**src/rtl/sal_cmd_sched.sv**
```systemverilog
// sal_cmd_sched: inter-bank DRAM command scheduler.
// Picks at most one bank command per cycle with class priority
// REF > PRE > CAS(RD/WR) > ACT, round-robin inside each class, and gates
// ACT/RD/WR on the shared tRRD/tCCD/tWTR/tRTW down-counters.
`ifndef DRAM_BA_WIDTH
`define DRAM_BA_WIDTH 2
`endif
`ifndef DRAM_RA_WIDTH
`define DRAM_RA_WIDTH 14
`endif
`ifndef DRAM_CA_WIDTH
`define DRAM_CA_WIDTH 10
`endif
`ifndef AXI_ID_WIDTH
`define AXI_ID_WIDTH 4
`endif
`ifndef AXI_LEN_WIDTH
`define AXI_LEN_WIDTH 8
`endif
`ifndef T_RRD_WIDTH
`define T_RRD_WIDTH 4
`endif
`ifndef T_CCD_WIDTH
`define T_CCD_WIDTH 4
`endif
`ifndef T_WTR_WIDTH
`define T_WTR_WIDTH 4
`endif
`ifndef T_RTW_WIDTH
`define T_RTW_WIDTH 4
`endif

module sal_cmd_sched #(
    parameter int NUM_BANKS = 4
) (
    input  logic                                  clk,
    input  logic                                  rst,
    input  logic [NUM_BANKS-1:0]                  act_req,
    input  logic [NUM_BANKS-1:0]                  rd_req,
    input  logic [NUM_BANKS-1:0]                  wr_req,
    input  logic [NUM_BANKS-1:0]                  pre_req,
    input  logic [NUM_BANKS-1:0]                  ref_req,
    input  logic [NUM_BANKS*`DRAM_RA_WIDTH-1:0]   ra,
    input  logic [NUM_BANKS*`DRAM_CA_WIDTH-1:0]   ca,
    input  logic [NUM_BANKS*`AXI_ID_WIDTH-1:0]    id,
    input  logic [NUM_BANKS*`AXI_LEN_WIDTH-1:0]   len,
    output logic [NUM_BANKS-1:0]                  act_gnt,
    output logic [NUM_BANKS-1:0]                  rd_gnt,
    output logic [NUM_BANKS-1:0]                  wr_gnt,
    output logic [NUM_BANKS-1:0]                  pre_gnt,
    output logic [NUM_BANKS-1:0]                  ref_gnt,
    input  logic [`T_RRD_WIDTH-1:0]               t_rrd_m1,
    input  logic [`T_CCD_WIDTH-1:0]               t_ccd_m1,
    input  logic [`T_WTR_WIDTH-1:0]               t_wtr_m1,
    input  logic [`T_RTW_WIDTH-1:0]               t_rtw_m1,
    output logic                                  cmd_valid,
    output logic [2:0]                            cmd_type,
    output logic [`DRAM_BA_WIDTH-1:0]             cmd_ba,
    output logic [`DRAM_RA_WIDTH-1:0]             cmd_ra,
    output logic [`DRAM_CA_WIDTH-1:0]             cmd_ca,
    output logic [`AXI_ID_WIDTH-1:0]              cmd_id,
    output logic [`AXI_LEN_WIDTH-1:0]             cmd_len
);
    localparam int BA_W  = `DRAM_BA_WIDTH;
    localparam int RA_W  = `DRAM_RA_WIDTH;
    localparam int CA_W  = `DRAM_CA_WIDTH;
    localparam int ID_W  = `AXI_ID_WIDTH;
    localparam int LEN_W = `AXI_LEN_WIDTH;

    localparam logic [2:0] CMD_NOP = 3'd0;
    localparam logic [2:0] CMD_ACT = 3'd1;
    localparam logic [2:0] CMD_RD  = 3'd2;
    localparam logic [2:0] CMD_WR  = 3'd3;
    localparam logic [2:0] CMD_PRE = 3'd4;
    localparam logic [2:0] CMD_REF = 3'd5;

    logic [`T_RRD_WIDTH-1:0] rrd_cnt;
    logic [`T_CCD_WIDTH-1:0] ccd_cnt;
    logic [`T_WTR_WIDTH-1:0] wtr_cnt;
    logic [`T_RTW_WIDTH-1:0] rtw_cnt;
    logic [BA_W-1:0]         ptr_ref, ptr_pre, ptr_cas, ptr_act;

    logic [NUM_BANKS-1:0]    rd_elig, wr_elig, act_elig, cas_elig;
    logic [BA_W:0]           pick_ref, pick_pre, pick_cas, pick_act;
    logic [2:0]              sel_type;
    logic [BA_W-1:0]         sel_bank;

    // Round-robin search starting at ptr; returns {found, bank}. Bank
    // count is a power of two, so the BA_W-bit add wraps naturally.
    function automatic logic [BA_W:0] rr_pick(input logic [NUM_BANKS-1:0] vec,
                                              input logic [BA_W-1:0] ptr);
        logic [BA_W-1:0] cand;
        logic [BA_W:0]   res;
        res = '0;
        for (int i = NUM_BANKS - 1; i >= 0; i--) begin
            cand = ptr + BA_W'(i);
            if (vec[cand]) res = {1'b1, cand};
        end
        return res;
    endfunction

    // Saturating decrement shared by all timing counters.
    function automatic int unsigned sat_dec(input int unsigned v);
        return (v == 0) ? 0 : v - 1;
    endfunction

    // Eligibility, class-priority arbitration and one-hot grant generation.
    always_comb begin
        act_gnt  = '0;
        rd_gnt   = '0;
        wr_gnt   = '0;
        pre_gnt  = '0;
        ref_gnt  = '0;
        sel_type = CMD_NOP;
        sel_bank = '0;
        rd_elig  = rd_req & {NUM_BANKS{(ccd_cnt == 0) && (wtr_cnt == 0)}};
        wr_elig  = wr_req & {NUM_BANKS{(ccd_cnt == 0) && (rtw_cnt == 0)}};
        act_elig = act_req & {NUM_BANKS{rrd_cnt == 0}};
        cas_elig = rd_elig | wr_elig;
        pick_ref = rr_pick(ref_req, ptr_ref);
        pick_pre = rr_pick(pre_req, ptr_pre);
        pick_cas = rr_pick(cas_elig, ptr_cas);
        pick_act = rr_pick(act_elig, ptr_act);
        if (!rst) begin
            if (pick_ref[BA_W]) begin
                sel_bank = pick_ref[BA_W-1:0];
                sel_type = CMD_REF;
                ref_gnt[sel_bank] = 1'b1;
            end else if (pick_pre[BA_W]) begin
                sel_bank = pick_pre[BA_W-1:0];
                sel_type = CMD_PRE;
                pre_gnt[sel_bank] = 1'b1;
            end else if (pick_cas[BA_W]) begin
                // A bank offering both RD and WR gets its RD first.
                sel_bank = pick_cas[BA_W-1:0];
                if (rd_elig[sel_bank]) begin
                    sel_type = CMD_RD;
                    rd_gnt[sel_bank] = 1'b1;
                end else begin
                    sel_type = CMD_WR;
                    wr_gnt[sel_bank] = 1'b1;
                end
            end else if (pick_act[BA_W]) begin
                sel_bank = pick_act[BA_W-1:0];
                sel_type = CMD_ACT;
                act_gnt[sel_bank] = 1'b1;
            end
        end
    end

    // Inter-bank timing counters: load on grant, otherwise count down to 0.
    always_ff @(posedge clk) begin
        if (rst) begin
            rrd_cnt <= '0;
            ccd_cnt <= '0;
            wtr_cnt <= '0;
            rtw_cnt <= '0;
        end else begin
            rrd_cnt <= (sel_type == CMD_ACT) ? t_rrd_m1
                     : `T_RRD_WIDTH'(sat_dec(32'(rrd_cnt)));
            ccd_cnt <= (sel_type == CMD_RD || sel_type == CMD_WR) ? t_ccd_m1
                     : `T_CCD_WIDTH'(sat_dec(32'(ccd_cnt)));
            wtr_cnt <= (sel_type == CMD_WR) ? t_wtr_m1
                     : `T_WTR_WIDTH'(sat_dec(32'(wtr_cnt)));
            rtw_cnt <= (sel_type == CMD_RD) ? t_rtw_m1
                     : `T_RTW_WIDTH'(sat_dec(32'(rtw_cnt)));
        end
    end

    // Round-robin pointers: the granted class moves past the granted bank.
    always_ff @(posedge clk) begin
        if (rst) begin
            ptr_ref <= '0;
            ptr_pre <= '0;
            ptr_cas <= '0;
            ptr_act <= '0;
        end else begin
            if (sel_type == CMD_REF) ptr_ref <= sel_bank + BA_W'(1);
            if (sel_type == CMD_PRE) ptr_pre <= sel_bank + BA_W'(1);
            if (sel_type == CMD_RD || sel_type == CMD_WR) ptr_cas <= sel_bank + BA_W'(1);
            if (sel_type == CMD_ACT) ptr_act <= sel_bank + BA_W'(1);
        end
    end

    // Issued-command register: fields captured from the granted bank, held on idle.
    always_ff @(posedge clk) begin
        if (rst) begin
            cmd_valid <= 1'b0;
            cmd_type  <= CMD_NOP;
            cmd_ba    <= '0;
            cmd_ra    <= '0;
            cmd_ca    <= '0;
            cmd_id    <= '0;
            cmd_len   <= '0;
        end else begin
            cmd_valid <= (sel_type != CMD_NOP);
            cmd_type  <= sel_type;
            if (sel_type != CMD_NOP) begin
                cmd_ba  <= sel_bank;
                cmd_ra  <= ra[sel_bank*RA_W +: RA_W];
                cmd_ca  <= ca[sel_bank*CA_W +: CA_W];
                cmd_id  <= id[sel_bank*ID_W +: ID_W];
                cmd_len <= len[sel_bank*LEN_W +: LEN_W];
            end
        end
    end

endmodule

```
**config.mk**
```make
export PLATFORM = sky130hd
export DESIGN_NAME = sal_cmd_sched
export DESIGN_NICKNAME = d
export VERILOG_FILES = /design/src/rtl/sal_cmd_sched.sv
export SDC_FILE = /design/constraint.sdc
export NUM_CORES = 1
export LEC_CHECK = 0
export ABC_AREA = 1
export BUFFER_PORTS_ARGS = -buffer_cell sky130_fd_sc_hd__buf_4
export CAP_MARGIN = 15
export CORE_MARGIN = 2
export CORE_UTILIZATION = 25
export CTS_BUF_LIST = sky130_fd_sc_hd__clkbuf_2 sky130_fd_sc_hd__clkbuf_4 sky130_fd_sc_hd__clkbuf_8
export CTS_CLUSTER_DIAMETER = 80
export DETAILED_ROUTE_END_ITERATION = 6
export MAX_ROUTING_LAYER = met4
export PLACE_DENSITY = 0.52
export SYNTH_ARGS = -nofsm -noshare
export SYNTH_HDL_FRONTEND = slang
export SYNTH_SLANG_ARGS = --single-unit
export TNS_END_PERCENT = 20
```
**constraint.sdc**
```tcl
create_clock -name clk -period 9 [get_ports clk]
set_input_delay 2.25 -clock clk [delete_from_list [all_inputs] [get_ports clk]]
set_output_delay 2.25 -clock clk [all_outputs]
set_load 0.02 [all_outputs]
```
==> results of run 1 <==
-- where the power goes --
part | internal (mW) | switching, mW | leakage [nW] | total [mW]
Combinational | 0.517 | 0.885 | 3.65 | 1.40
Sequential | 0.392 | 0.0536 | 0.544 | 0.445
Clock | 0.144 | 0.131 | 0.102 | 0.275
-- Yosys cell counts, types with 5 or more instances --
master / n / area share
nor2_1: 110 / 0.072
buf_2: 24 / 0.021
nand2_1: 256 / 0.17
o21ai_1: 6 / 0.0053
clkbuf_1: 8 / 0.0053
buf_6: 9 / 0.018
inv_1: 151 / 0.099
dfxtp_1: 66 / 0.23
buf_4: 9 / 0.012
nand2_2: 5 / 0.0055
nand3_1: 135 / 0.12
nand3b_1: 83 / 0.11
o21ai_0: 34 / 0.030
a21oi_1: 44 / 0.039
-- stage by stage --
step                hold slack, ns  setup slack [ns]  power (mW)  instances
floorplan                    0.481              2.50        1.46        989
global placement             0.465              2.35        1.88       1470
detailed placement           0.473              2.30        1.88       1470
CTS                          0.491              2.30        2.17       1486
global route                 0.507              2.00        2.35       1486
finish                       0.487              2.31        2.12       1486
-- worst max-delay path, delay by kind of cell --
family / cells / cell delay, ns
AND/OR/NAND/NOR: 8 / 1.22
buffers and inverters: 6 / 0.71
AO/OA/AOI/OAI: 2 / 0.26
-- worst min-delay path by stage --
stage	to	slack (ns)
after detailed placement	cmd_ca[8]	0.47
after global placement	cmd_ra[13]	0.46
after global routing	cmd_ca[8]	0.51
after floorplan	wtr_cnt[3]	0.48
after CTS	cmd_len[1]	0.49
final	cmd_len[1]	0.49
-- layout make-up --
type	instances	area share
multi-input cells	715	0.446
clock buffers	11	0.0193
well taps	285	0.0455
clock inverters	5	0.00797
flip-flops and latches	66	0.168
inverters	155	0.0742
repair buffers	249	0.238
-- kinds of logic after synthesis --
| logic type | count (synthesis) | synth area share |
|---|---|---|
| xor gates and xnor gates | 5 | 0.00897 |
| buffers and inverters | 208 | 0.160 |
| AOI/OAI and AO/OA | 97 | 0.0919 |
| and+or+nand+nor | 613 | 0.508 |
| DFF | 66 | 0.231 |
-- per-layer routing --
metal  global-route usage  routed length, um  vias up
met5                    -                  0        -
met2                0.273               9140      214
met3               0.0329               1310       16
met1                0.202               8700     2987
met4               0.0450                267        0
li1                     -                  -     3529
-- state kept, by name (all words and copies together) (netlist names) --
name       cells
wtr_cnt        4
cmd_valid      1
cmd_type       3
cmd_id         4
ptr_pre        2
ptr_act        2
rtw_cnt        4
ptr_cas        2
cmd_len        8
ccd_cnt        4
cmd_ba         2
cmd_ra        14
rrd_cnt        4
cmd_ca        10
ptr_ref        2
==> flow_summary_export.csv, run 1 <==
group,metric,value,unit
floorplanning,io_pins,244,
critical_path,r2r-end,"ptr_cas[1]",
finish,fill_cells,2540,
drt,via_per_inst,4.54,
floorplanning,row_count,55,
drt,drtPass1Iterations,6,
critical_path,critPathKind,"in -> out",
global_route,antenna_found_initial,0,
power_and_ir_drop,p_leak,4.29,nW
synthesis,yosys.cell_types.count,37,
critical_path,path_max_fanout,9,
clock_tree,cts_tree,"built",
placement,dpl_cell_area,0.00763,mm^2
synthesis,synth_seq_cells,66,
finish,final_cell_mix,"nand2_1, buf_4, inv_1",
synthesis,synth_cells,989,
timing,tightest_slew,0.917,ns
run_status,status,"finished clean",
timing,hold_viol,0,
placement,portBuffers,243,
global_route,grt_pass1_vias,6184,
drt,via_count,6746,
critical_path,critPathLaunch,"ref_req[3]",
critical_path,worst_setup_path_start_kind,"input port",
clock_tree,cts-buffers-inserted,9,
timing,period_minus_slack,6.69,ns
floorplanning,fp.dieH,155,um
timing,fin_crit_sh,0.743,
finish,num_antenna_cells,0,
clock_tree,hold_buffers,0,
hold_path,holdPathStages,2,
power_and_ir_drop,irDropWorstVdd,0.000155,V
critical_path,r2r_cells,17,
timing,setup-tns-final,0,ns
critical_path,rrSetupSlack,5.04,ns
drt,drt_wl_total,19400,um
synthesis,yosysSeqAreaShare,0.231,
critical_path,endpoint_kind,"output pin",
global_route,grt-ovfl-total,0,
critical_path,reg2reg_from,"wtr_cnt[1]",
synthesis,syn_area,0.00572,mm^2
timing,fmaxAchievable,0.150,GHz
timing,finalClockSkew,0.0144,ns
floorplanning,start_util,0.253,
critical_path,crit_path_end,"wr_gnt[2]",
drt,wire_per_inst,13.1,um
synthesis,syn-mean-instance-area,5.78,um^2
finish,post-route-util,0.348,
synthesis,async_reset_ff_frac,0,
clock_tree,post_cts_resized,0,
global_route,grt_max_degree,76,
clock_tree,cts_root_buffer,"clkbuf_8",
timing,rsz0062_at_grt,"false",
critical_path,cpMaxStageDelayCell,"or2_1",
critical_path,path_cells,"buf_4 > or2_1 > nand3_1 > o21ai_1 > nor3_2 > nand3_1 > nor2_2 > inv_2 > nor2_4 > inv_2 > nor2_8 > inv_1 > nor2_1 > inv_1 > a211oi_1 > buf_4",
hold_path,worstHoldStart,"cmd_len[1]",
critical_path,cp_slowest_stage_delay,0.23,ns
finish,design_area,0.00785,mm^2
clock_tree,post_cts_buffers,0,
critical_path,cp_data_arrival_time,4.44,ns
timing,setup_viol,0,
flow_run,drv_cap,0,
clock_tree,cts.reportedPaths.clkPinSlew,0.07,ns
drt,drt_iter0_drc,276,
clock_tree,clock_path_buffers,2,
clock_tree,cts_htree_levels,3,
placement,dp_hpwl,14100,um
power_and_ir_drop,power.density,270,mW/mm^2
finish,layout-drive-gt1-share,0.247,
synthesis,synth_edf_count,0,
clock_tree,cts_sinks,66,
synthesis,ys.flop_type,"dfxtp_1",
critical_path,required,6.75,ns
floorplanning,core-area,0.0226,mm^2
finish,multi_input_area,0.00350,mm^2
placement,place.gp.congestion,0.891,
finish,final_common_cell,"nand2_1",
global_route,gr-usage-all-layers,0.164,
hold_path,hold_class,"reg -> reg",
synthesis,syn_nets,1171,
floorplanning,die_w,155,um
global_route,grt_pass1_wl,31100,um
synthesis,ys_warn_count,0,
drt,drc_errors,0,
floorplanning,die-area,0.0241,mm^2
timing,slew_viol_final,0,
finish,area_growth,37.2,%
clock_tree,clock_latency,0.37,ns
finish,seqCellArea,0.00132,mm^2
drt,detail-route-antenna-nets,0,
finish,nNetsFinal,1378,
timing,slew_headroom,0.387,
No activity file was read; power rests on OpenSTA's default activity.
==> inputs of run 2 (changes only) <==
PLACE_DENSITY = 0.54   (was 0.52)
clock period = 5.45 ns   (was 9 ns; I/O delays follow)
==> flow_summary_export.csv, run 2 (synthesis results as in run 1) <==
group,metric,value,unit
run_status,status,"finished clean",
timing,setup-tns-final,0,ns
clock_tree,cts-buffers-inserted,9,
timing,slew_headroom,0.410,
drt,drt_wl_total,19600,um
clock_tree,post_cts_buffers,0,
floorplanning,core-area,0.0226,mm^2
drt,via_count,6712,
clock_tree,cts_tree,"built",
clock_tree,cts.reportedPaths.clkPinSlew,0.08,ns
finish,top_regs,"cmd_ra x14, cmd_ca x10, cmd_len x8",
floorplanning,io_pins,244,
critical_path,cp_data_arrival_time,3.63,ns
critical_path,cp_slowest_stage_delay,0.23,ns
finish,nNetsFinal,1378,
critical_path,path_cells,"buf_4 > or2_1 > nand3_1 > o21ai_1 > nor3_2 > nand3_1 > nor2_2 > inv_2 > nor2_4 > inv_2 > nor2_8 > inv_1 > nor2_1 > inv_1 > a211oi_1 > buf_4",
floorplanning,die-area,0.0241,mm^2
critical_path,endpoint_kind,"output pin",
clock_tree,clock_path_buffers,2,
finish,largest-register,"cmd_ra",
clock_tree,cts_root_buffer,"clkbuf_8",
finish,num_antenna_cells,0,
critical_path,path_buf_inv,6,
critical_path,critPathKind,"in -> out",
timing,fmaxAchievable,0.200,GHz
drt,drt_iter0_drc,299,
finish,area_growth,37.4,%
timing,rsz0062_at_grt,"false",
critical_path,cpMaxStageDelayCell,"or2_1",
global_route,grt-ovfl-total,0,
global_route,grt_max_degree,76,
placement,portBuffers,243,
timing,finalClockSkew,0.0122,ns
power_and_ir_drop,irDropWorstVdd,0.000284,V
hold_path,hold_class,"reg -> reg",
finish,layout-drive-gt1-share,0.247,
critical_path,required,4.09,ns
drt,detail-route-antenna-nets,0,
timing,fin_crit_sh,0.916,
power_and_ir_drop,p_leak,4.30,nW
drt,via_per_inst,4.52,
timing,setup_viol,0,
flow_run,drv_cap,0,
power_and_ir_drop,total_power,3.50,mW
floorplanning,start_util,0.253,
drt,wire_per_inst,13.2,um
clock_tree,clock_latency,0.36,ns
global_route,gr-usage-all-layers,0.164,
clock_tree,cts_htree_levels,3,
timing,slew_viol_final,0,
timing,tightest_slew,0.881,ns
power_and_ir_drop,power.density,445,mW/mm^2
finish,largest_reg_flops,14,
timing,period_minus_slack,4.99,ns
floorplanning,die_w,155,um
critical_path,path_max_fanout,9,
finish,final_common_cell,"nand2_1",
critical_path,worst_setup_path_start_kind,"input port",
clock_tree,cts_sinks,66,
floorplanning,row_count,55,
critical_path,cp_top_family,"simple AND/OR/NAND/NOR gates",
floorplanning,fp.dieH,155,um
placement,place.gp.congestion,0.857,
global_route,grt_pass1_wl,31000,um
drt,drc_errors,0,
finish,final_cell_mix,"nand2_1, buf_4, inv_1",
clock_tree,post_cts_resized,0,
clock_tree,hold_buffers,0,
drt,drtPass1Iterations,5,
global_route,antenna_found_initial,0,
placement,dp_hpwl,14200,um
global_route,grt_pass1_vias,6156,
timing,hold_viol,0,
run 2: changes by cell type in the layout (fill, tap and decap cells not counted):
| cell | delta |
|---|---|
| clkinv_2 | +1 |
| clkinv_4 | -2 |
| buf_12 | +1 |
| buf_4 | -1 |
| clkbuf_4 | +1 |
run 2: worst min-delay path: stages, from the launching register on:
cell     delay, ns
dfxtp_1       0.31
nor2_1        0.09
nor2_1        0.05
run 2: metrics by stage:
| stage | hold slack (ns) | setup WS (ns) | instances | cell area (um^2) | util |
|---|---|---|---|---|---|
| 2_1_floorplan | 0.481 | 0.726 | 989 | 5720 | - |
| 3_3_place_gp | 0.464 | 0.562 | 1470 | 7640 | 0.339 |
| 3_5_place_dp | 0.478 | 0.455 | 1470 | 7640 | 0.339 |
| 4_1_cts | 0.490 | 0.455 | 1486 | 7850 | 0.348 |
| 5_1_grt | 0.509 | 0.144 | 1486 | 7850 | 0.348 |
| 6_report | 0.486 | 0.456 | 1486 | 7850 | 0.348 |
run 2: final timing paths:
check | startpoint | to | slack [ns] | cells after the start
hold / removal | cmd_len[1] | cmd_len[1] | 0.49 | 2
setup reg to reg | ccd_cnt[3] | cmd_len[6] | 1.95 | 19
hold reg to reg | cmd_len[1] | cmd_len[1] | 0.49 | 2
setup / recovery | ref_req[3] | wr_gnt[2] | 0.46 | 16
run 2: cell type report:
class,instances,area [um^2]
multi-input cells,715,3500
well taps,285,357
clock inverters,4,50.0
flip-flops and latches,66,1320
repair buffers,249,1880
clock buffers,12,159
inverters,155,582
fillers,2541,14700
run 2: routing by layer:
layer  GRT usage  vias up  share of wire
met4      0.0345        0         0.0097
met3      0.0373       12          0.062
li1            -     3528              -
met1       0.203     2975           0.46
met2       0.273      197           0.47
met5           -        -              0
run 2: where the power goes:
part | total, mW | internal, mW | leakage (nW) | switching [mW]
combinational | 2.31 | 0.857 | 3.65 | 1.46
sequential | 0.737 | 0.647 | 0.544 | 0.0894
clock | 0.448 | 0.241 | 0.102 | 0.207
total | 3.50 | 1.75 | 4.30 | 1.75
==> inputs of run 3 (changes only) <==
CTS_CLUSTER_DIAMETER = unset   (was 80)
PLACE_DENSITY = 0.52   (was 0.54)
clock period = 6 ns   (was 5.45 ns; I/O delays follow)
==> flow_summary_export.csv, run 3 (synthesis results as in run 1) <==
group,metric,value,unit
critical_path,required,4.50,ns
finish,num_antenna_cells,0,
timing,tightest_slew,0.943,ns
drt,drtPass1Iterations,4,
timing,slew_viol_final,0,
critical_path,worst_setup_path_start_kind,"input port",
placement,place.gp.congestion,0.900,
run_status,status,"finished clean",
critical_path,path_max_fanout,9,
timing,setup_viol,0,
finish,largest-register,"cmd_ra",
placement,portBuffers,243,
timing,rsz0062_at_grt,"false",
drt,drt_wl_total,19600,um
timing,fin_crit_sh,0.870,
drt,wire_per_inst,13.2,um
hold_path,hold_class,"reg -> reg",
placement,pre_cts_ws,0.796,ns
drt,via_count,6784,
global_route,antenna_found_initial,0,
clock_tree,cts_htree_levels,3,
drt,drt_iter0_drc,264,
drt,detail-route-antenna-nets,0,
floorplanning,io_pins,244,
finish,top_regs,"cmd_ra x14, cmd_ca x10, cmd_len x8",
global_route,grt_max_degree,73,
clock_tree,hold_buffers,0,
flow_run,drv_cap,0,
finish,area_growth,37.1,%
power_and_ir_drop,combPwrFrac,0.670,
power_and_ir_drop,seqPwrFrac,0.213,
timing,finalClockSkew,0.0126,ns
floorplanning,start_util,0.253,
timing,setup-tns-final,0,ns
finish,fill_cells,2592,
clock_tree,clock_latency,0.36,ns
timing,hold_viol,0,
power_and_ir_drop,clockPowerShare,0.117,
clock_tree,post_cts_buffers,0,
global_route,grt-ovfl-total,0,
power_and_ir_drop,irDropWorstVdd,0.000237,V
finish,final_cell_mix,"nand2_1, buf_4, inv_1",
drt,drc_errors,0,
clock_tree,cts_sinks,66,
floorplanning,fp.dieH,155,um
drt,via_per_inst,4.56,
finish,largest_reg_flops,14,
floorplanning,die_w,155,um
critical_path,cp_data_arrival_time,3.72,ns
timing,period_minus_slack,5.22,ns
timing,fmaxAchievable,0.192,GHz
finish,post-route-util,0.347,
finish,final_common_cell,"nand2_1",
power_and_ir_drop,power.density,402,mW/mm^2
finish,layout-drive-gt1-share,0.249,
global_route,grt_pass1_vias,6297,
placement,dp_hpwl,14400,um
global_route,grt_pass1_wl,31300,um
critical_path,critPathKind,"in -> out",
power_and_ir_drop,p_leak,4.30,nW
clock_tree,post_cts_resized,0,
global_route,gr-usage-all-layers,0.165,
timing,fin_ws,0.780,ns
clock_tree,cts_tree,"built",
clock_tree,cts.reportedPaths.clkPinSlew,0.07,ns
finish,nNetsFinal,1380,
power_and_ir_drop,p_sw_frac,0.511,
clock_tree,clock_path_buffers,2,
power_and_ir_drop,internal_power,1.54,mW
clock_tree,cts-buffers-inserted,9,
power_and_ir_drop,total_switching_power,1.61,mW
timing,slew_headroom,0.369,
floorplanning,row_count,55,
clock_tree,cts_root_buffer,"clkbuf_8",
floorplanning,core-area,0.0226,mm^2
critical_path,endpoint_kind,"output pin",
floorplanning,die-area,0.0241,mm^2
==> run 3: cell types whose count changed in the layout (fill, tap and decap cells not counted) <==
cell and change:
buf_12 -1, clkinvlp_4 -1, clkbuf_4 -1, clkinv_4 +3, bufinv_16 -1, buf_4 +3
==> run 3: cell type report <==
| type | instances | area, um^2 | area share |
|---|---|---|---|
| clock buffer | 11 | 151 | 0.0193 |
| clock inverter | 5 | 38.8 | 0.00495 |
| inverter | 155 | 582 | 0.0742 |
| multi-input combinational | 715 | 3500 | 0.447 |
| sequential | 66 | 1320 | 0.169 |
| tap | 285 | 357 | 0.0455 |
| timing repair buffer | 251 | 1880 | 0.240 |
==> run 3: layer usage <==
metal  track usage  share of wire  up-vias
met5             -              0        -
met1         0.208           0.46     3005
met3        0.0295          0.062       19
met2         0.272           0.46      226
met4        0.0424          0.012        0
li1              -              -     3534
==> run 3: final timing paths <==
check             startpoint    endpoint  slack (ns)  depth (start not counted)
setup reg to reg  wtr_cnt[1]   cmd_id[3]        2.55                         19
hold reg to reg   cmd_ra[13]  cmd_ra[13]        0.48                          2
hold / removal    cmd_ra[13]  cmd_ra[13]        0.48                          2
setup / recovery  ref_req[3]   wr_gnt[2]        0.78                         16
==> run 3: through the flow <==
| step | hold slack, ns | std cells | area [um^2] | power [mW] |
|---|---|---|---|---|
| finish | 0.484 | 1488 | 7840 | 3.15 |
| detailed placement | 0.473 | 1472 | 7650 | 2.82 |
| CTS | 0.488 | 1488 | 7840 | 3.20 |
| floorplan | 0.481 | 989 | 5720 | 2.19 |
| global route | 0.510 | 1488 | 7840 | 3.48 |
| global placement | 0.465 | 1472 | 7650 | 2.82 |
==> run 3: power groups by stage <==
stage	clock (mW)	combinational, mW	sequential [mW]
final	0.367	2.11	0.671
after global routing	0.399	2.38	0.694
after CTS	0.385	2.14	0.674
after detailed placement	0	2.14	0.682
after global placement	0	2.14	0.675
after floorplan	0	1.36	0.831
==> run 3: critical path, cell delays in order <==
cell and delay, ns:
buf_4 0.12, or2_1 0.23, nand3_1 0.08, o21ai_1 0.10, nor3_2 0.16, nand3_1 0.15
nor2_2 0.14, inv_2 0.08, nor2_4 0.14, inv_2 0.09, nor2_8 0.16, inv_1 0.17
nor2_1 0.16, inv_1 0.09, a211oi_1 0.17, buf_4 0.18
